### config.mk
export PLATFORM = sky130hd
export DESIGN_NAME = maxpool_stream
export DESIGN_NICKNAME = d
export VERILOG_FILES = /design/src/rtl/maxpool_stream.sv
export SDC_FILE = /design/constraint.sdc
export NUM_CORES = 1
export LEC_CHECK = 0
export ABC_CLOCK_PERIOD_IN_PS = 3000
export BUFFER_PORTS_ARGS = -buffer_cell sky130_fd_sc_hd__buf_2
export CAP_MARGIN = 0
export CORE_MARGIN = 2
export CORE_UTILIZATION = 58
export CTS_CLUSTER_DIAMETER = 150
export CTS_CLUSTER_SIZE = 25
export DETAILED_ROUTE_END_ITERATION = 10
export GPL_TIMING_DRIVEN = 0
export HOLD_SLACK_MARGIN = 0.15
export PLACE_DENSITY = 0.83
export REMOVE_ABC_BUFFERS = 1
export SYNTH_ARGS = -nofsm -noshare
export SYNTH_HDL_FRONTEND = slang
export SYNTH_SLANG_ARGS = --single-unit
### constraint.sdc
create_clock -name clk -period 3 [get_ports clk]
set_input_delay 0.3 -clock clk [delete_from_list [all_inputs] [get_ports clk]]
set_output_delay 0.3 -clock clk [all_outputs]
set_load 0.005 [all_outputs]
### src/rtl/maxpool_stream.sv
// maxpool_stream: streaming max/min pooling over windows of up to WIN samples.
// A window closes on its WIN-th accepted sample or on any accepted sample
// with in_last set. Each closed window produces one registered result that
// holds the pooled value, the in-window position of the first winning sample,
// and the number of samples in the window.
module maxpool_stream #(
  parameter int DATA_W = 8,
  parameter int WIN    = 4,
  parameter int SIGNED = 0,
  parameter int MODE   = 0,
  localparam int IDX_W = (WIN > 1) ? $clog2(WIN) : 1,
  localparam int CNT_W = $clog2(WIN + 1)
) (
  input  logic              clk,
  input  logic              rst_n,
  input  logic              in_valid,
  output logic              in_ready,
  input  logic [DATA_W-1:0] in_data,
  input  logic              in_last,
  output logic              out_valid,
  input  logic              out_ready,
  output logic [DATA_W-1:0] out_data,
  output logic [IDX_W-1:0]  out_idx,
  output logic [CNT_W-1:0]  out_count
);

  // Window length expressed in the counter's own width.
  localparam logic [CNT_W-1:0] WIN_CNT = CNT_W'(WIN);

  // Flipping the sign bit maps two's complement ordering onto unsigned
  // ordering, so one full-width magnitude compare serves both encodings.
  localparam logic [DATA_W-1:0] BIAS =
    (SIGNED != 0) ? {1'b1, {(DATA_W-1){1'b0}}} : '0;

  typedef enum logic {
    EMPTY = 1'b0,
    ACCUM = 1'b1
  } state_t;

  state_t state, state_nxt;

  logic [DATA_W-1:0] acc, acc_nxt;
  logic [IDX_W-1:0]  idx, idx_nxt;
  logic [CNT_W-1:0]  cnt, cnt_nxt;

  logic              accept;
  logic              close;
  logic              wins;
  logic [DATA_W-1:0] key_in;
  logic [DATA_W-1:0] key_acc;

  // Upstream is stalled only while a result is held and not being taken.
  assign in_ready = !(out_valid && !out_ready);
  assign accept   = in_valid && in_ready;

  // Strict comparison: ties leave the earlier sample as the winner.
  always_comb begin
    key_in  = in_data ^ BIAS;
    key_acc = acc ^ BIAS;
    if (MODE != 0) begin
      wins = (key_in < key_acc);
    end else begin
      wins = (key_in > key_acc);
    end
  end

  // State register.
  always_ff @(posedge clk or negedge rst_n) begin
    if (!rst_n) begin
      state <= EMPTY;
    end else begin
      state <= state_nxt;
    end
  end

  // Next-state: any accepted sample leaves EMPTY; a closing sample returns to it.
  always_comb begin
    state_nxt = state;
    if (accept) begin
      if (close) begin
        state_nxt = EMPTY;
      end else begin
        state_nxt = ACCUM;
      end
    end
  end

  // Accumulator update and window-close decision for the current sample.
  always_comb begin
    acc_nxt = acc;
    idx_nxt = idx;
    cnt_nxt = cnt;
    close   = 1'b0;
    if (accept) begin
      if (state == EMPTY) begin
        acc_nxt = in_data;
        idx_nxt = '0;
        cnt_nxt = CNT_W'(1);
      end else begin
        if (wins) begin
          acc_nxt = in_data;
          idx_nxt = cnt[IDX_W-1:0];
        end
        cnt_nxt = cnt + CNT_W'(1);
      end
      close = in_last || (cnt_nxt == WIN_CNT);
    end
  end

  // Accumulator registers; a closed window leaves the counter at zero.
  always_ff @(posedge clk or negedge rst_n) begin
    if (!rst_n) begin
      acc <= '0;
      idx <= '0;
      cnt <= '0;
    end else begin
      acc <= acc_nxt;
      idx <= idx_nxt;
      cnt <= close ? '0 : cnt_nxt;
    end
  end

  // Result register: loads on close, otherwise clears once taken downstream.
  always_ff @(posedge clk or negedge rst_n) begin
    if (!rst_n) begin
      out_valid <= 1'b0;
      out_data  <= '0;
      out_idx   <= '0;
      out_count <= '0;
    end else if (close) begin
      out_valid <= 1'b1;
      out_data  <= acc_nxt;
      out_idx   <= idx_nxt;
      out_count <= cnt_nxt;
    end else if (out_ready) begin
      out_valid <= 1'b0;
    end
  end

endmodule

==> metrics.md <==
| Metric | Value |
|---|---|
| Highest fanout seen on the critical path | `11` |
| Yosys warnings | `0` |
| Dpl hpwl | `2129 µm` |
| Crit-path slowest cell | `and4_1` |
| Number of vias per cell | `5.870` |
| Net Sw Frac | `37.37%` |
| Setup_tns | `0 ns` |
| Clock slew at reported path FFs | `0.15 ns` |
| ANT cells | `0` |
| Mean cell area of the mapped netlist | `10.32 µm²` |
| Share of final-layout standard cells stronger than drive strength 1 | `26.47%` |
| WHS Endpoint | `cnt[1]$_DFF_PN0_` |
| Hold buffer count at cts | `1` |
| FF-to-FF setup slack | `0.51 ns` |
| Type of origin of the critical path | `register` |
| Slew Limit Fails | `0` |
| Slew at the pin closest to its max-slew limit | `0.7311 ns` |
| Number of library cell types mapped by synthesis | `35` |
| Post-synth EDFFs | `0` |
| Minimum period implied by the final worst setup slack | `2.487 ns` |
| First-pass detailed-route iteration total | `4` |
| Relative contribution of sequential cells to total power | `46.0%` |
| Number of top-level pins | `28` |
| Number of levels the H-tree was split into | `1` |
| Worst R2R End | `acc[0]$_DFF_PN0_` |
| Longest Clk Path Bufs | `2` |
| Global-route wire length before repair | `4933 µm` |
| Setup Crit Path Kind | `reg2reg` |
| Critical Path RT | `3.24 ns` |
| Post-detailed-route DRC marker count | `0` |
| Area overhead of the layout relative to synthesis | `9.975%` |
| Cell at the root of the clock tree | `clkbuf_4` |
| DP Worst Slack | `0.4931 ns` |
| Number of synthesized register bits | `28` |
| Routed wire length | `2939 µm` |
| Worst skew pair latency | `0.34 ns` |
| Number of cells traversed by the worst register-to-register path | `7` |
| Endpoint class of the critical path | `register` |
| Buffers inserted during post-CTS setup optimization | `0` |
| Resized Gates After CTS | `0` |
| Clock share of power | `12.3%` |
| Peak per-stage delay on the critical path | `0.51 ns` |
| Total count of hold-check failures in the final report | `0` |
| Fin nets | `194` |
| Area enclosed by the die boundary | `0.003042 mm²` |
| Number of max-capacitance violations reported | `0` |
| Fraction of the yosys area taken by sequential cells | `46.17%` |
| Routability Congestion | `0.8037` |
| RR Startpoint | `acc[5]$_DFF_PN0_` |
| Starting utilization of the core area | `61.26%` |
| Min-Delay Startpoint | `in_last` |
| Leak pwr | `0.7974 nW` |
| Worst path setup slack after routing | `0.5131 ns` |
| Placement row count | `18` |
| Share of flip-flops with an asynchronous set or reset after synthesis | `100.0%` |
| Outcome | `finished clean` |
| Fmax achieved | `402.1 MHz` |
| Average routed wire per standard cell | `14.70 µm` |
| Inserted Clock Buffers | `3` |
| Normalized max-slew margin | `51.21%` |
| Via count of the first global-routing pass | `1146` |
| Cell chain of the critical path | `inv_1 > ha_1 > a211o_2 > o211ai_2 > and4_1 > or3_1 > mux2_4` |
| Cell internal power dissipation | `0.8029 mW` |
| PortBufs | `27` |
| RSZ-0062 raised after global routing | `no` |
| Clock tree from TritonCTS | `yes` |
| Number of design-rule violations left by the first detailed-router iteration | `18` |
| Final count of negative-setup-slack endpoints | `0` |
| Total grt overflow | `0` |
| Pin count of the biggest net entering global routing | `29` |
| Hold crit path type | `in2reg` |
| Netlist area before placement | `0.001518 mm²` |
| Placeable core region | `0.002477 mm²` |
| Switch Pwr | `0.4791 mW` |
| CP bufs+invs | `1` |
| PwrDens | `768.1 mW/mm²` |
| Clock net sink count | `28` |
| Instance count along the most critical hold path | `2` |
| Worst clock skew | `0.01032 ns` |
| Die height | `55.16 µm` |
| Number of nets still failing antenna checks after routing | `0` |
| Gate power share | `41.7%` |
| DIE WIDTH | `55.16 µm` |
| Most used flip-flop cell after synthesis | `dfrtp_1` |
| Number of vias in the routed layout | `1174` |
| Critical path's top delay family | `simple AND/OR/NAND/NOR gates` |
| Max rail drop VDD | `535.5 µV` |
| Overall fraction of global-route tracks in use | `23.02%` |
| Cells after synthesis | `147` |
| Post-route clock period utilization | `82.90%` |
| Initial antenna violation count | `0` |
| WP data arrival | `2.73 ns` |
-- sequential cells by signal, summed over array words and instances, names as in the netlist --
name       cells
acc            8
cnt            3
idx            2
out_count      3
out_data       8
out_idx        2
out_valid      1
state          1
-- cell usage after synthesis (2+ instances only) --
master,instances,area share [%]
a21o_1,2,0.99
buf_4,3,1.5
mux2_2,8,5.9
nand3_1,3,0.99
buf_2,4,1.3
o21ai_0,3,0.99
dfrtp_1,28,46
o211ai_1,16,7.9
o221ai_1,2,1.2
nor2b_1,2,0.82
nand2_1,28,6.9
ha_1,9,7.4
inv_1,13,3.2
nand4_1,3,1.2
o22ai_1,2,0.82
a32o_1,2,1.3
-- power groups by stage --
| stage | combinational [mW] | clock [mW] | sequential (mW) |
|---|---|---|---|
| 6_report | 0.535 | 0.158 | 0.590 |
| 4_1_cts | 0.539 | 0.161 | 0.590 |
| 3_3_place_gp | 0.513 | 0 | 0.588 |
| 5_1_grt | 0.609 | 0.170 | 0.609 |
| 2_1_floorplan | 0.365 | 0 | 0.589 |
| 3_5_place_dp | 0.535 | 0 | 0.599 |
-- how the worst max path moves through the flow --
stage,from,endpoint,cells past startpoint
after floorplan,acc[5]$_DFF_PN0_,acc[0]$_DFF_PN0_,7
after global placement,in_data[5],acc[0]$_DFF_PN0_,7
after detailed placement,in_data[5],acc[0]$_DFF_PN0_,7
after CTS,acc[5]$_DFF_PN0_,acc[0]$_DFF_PN0_,7
final,acc[5]$_DFF_PN0_,acc[0]$_DFF_PN0_,7
after global routing,acc[5]$_DFF_PN0_,acc[0]$_DFF_PN0_,7
-- cell type report --
type | count | area (µm²)
fillers | 195 | 808.3
multi-input cells | 98 | 714.4
flip-flops and latches | 28 | 700.7
repair buffers | 28 | 145.1
inverters | 13 | 48.80
well taps | 30 | 37.54
clock buffers | 3 | 22.52
-- placed cells by master, fill, tap and decap left out, drive strengths merged, types with 3 or more instances in the layout --
cell | Yosys | routed
o21ai | 4 | 4
nand2 | 28 | 28
clkbuf | 0 | 3
nand4 | 3 | 3
dfrtp | 28 | 28
nand3 | 3 | 3
mux2 | 9 | 9
buf | 8 | 27
inv | 13 | 13
o211ai | 17 | 17
ha | 9 | 9
-- metrics by stage --
step	utilization (%)	cells	cell area, µm²	total power [mW]	hold slack, ns
2_1_floorplan	-	139	1464	0.9539	0.004409
3_3_place_gp	66.06	196	1637	1.102	0.3352
3_5_place_dp	66.06	196	1637	1.134	0.3488
4_1_cts	67.37	200	1669	1.289	0.1866
5_1_grt	67.37	200	1669	1.389	0.1869
6_report	67.37	200	1669	1.282	0.1969
-- metal layers --
metal / global-route usage, % / share of wire, %
met4: 12.60 / 2.2
met2: 38.89 / 48
met5: 0 / 0
met1: 28.72 / 47
met3: 2.419 / 2.9
-- cell families after synthesis --
| kind of cell | Yosys count | synth area share, % |
|---|---|---|
| buffers and inverters | 21 | 6.760 |
| xor gates and xnor gates | 1 | 0.5772 |
| AOI/OAI and AO/OA | 35 | 18.14 |
| muxes | 9 | 6.925 |
| and+or+nand+nor | 44 | 14.02 |
| adders and majority gates | 9 | 7.420 |
| DFF | 28 | 46.17 |
Note: power is estimated with default switching activity, not from simulation.
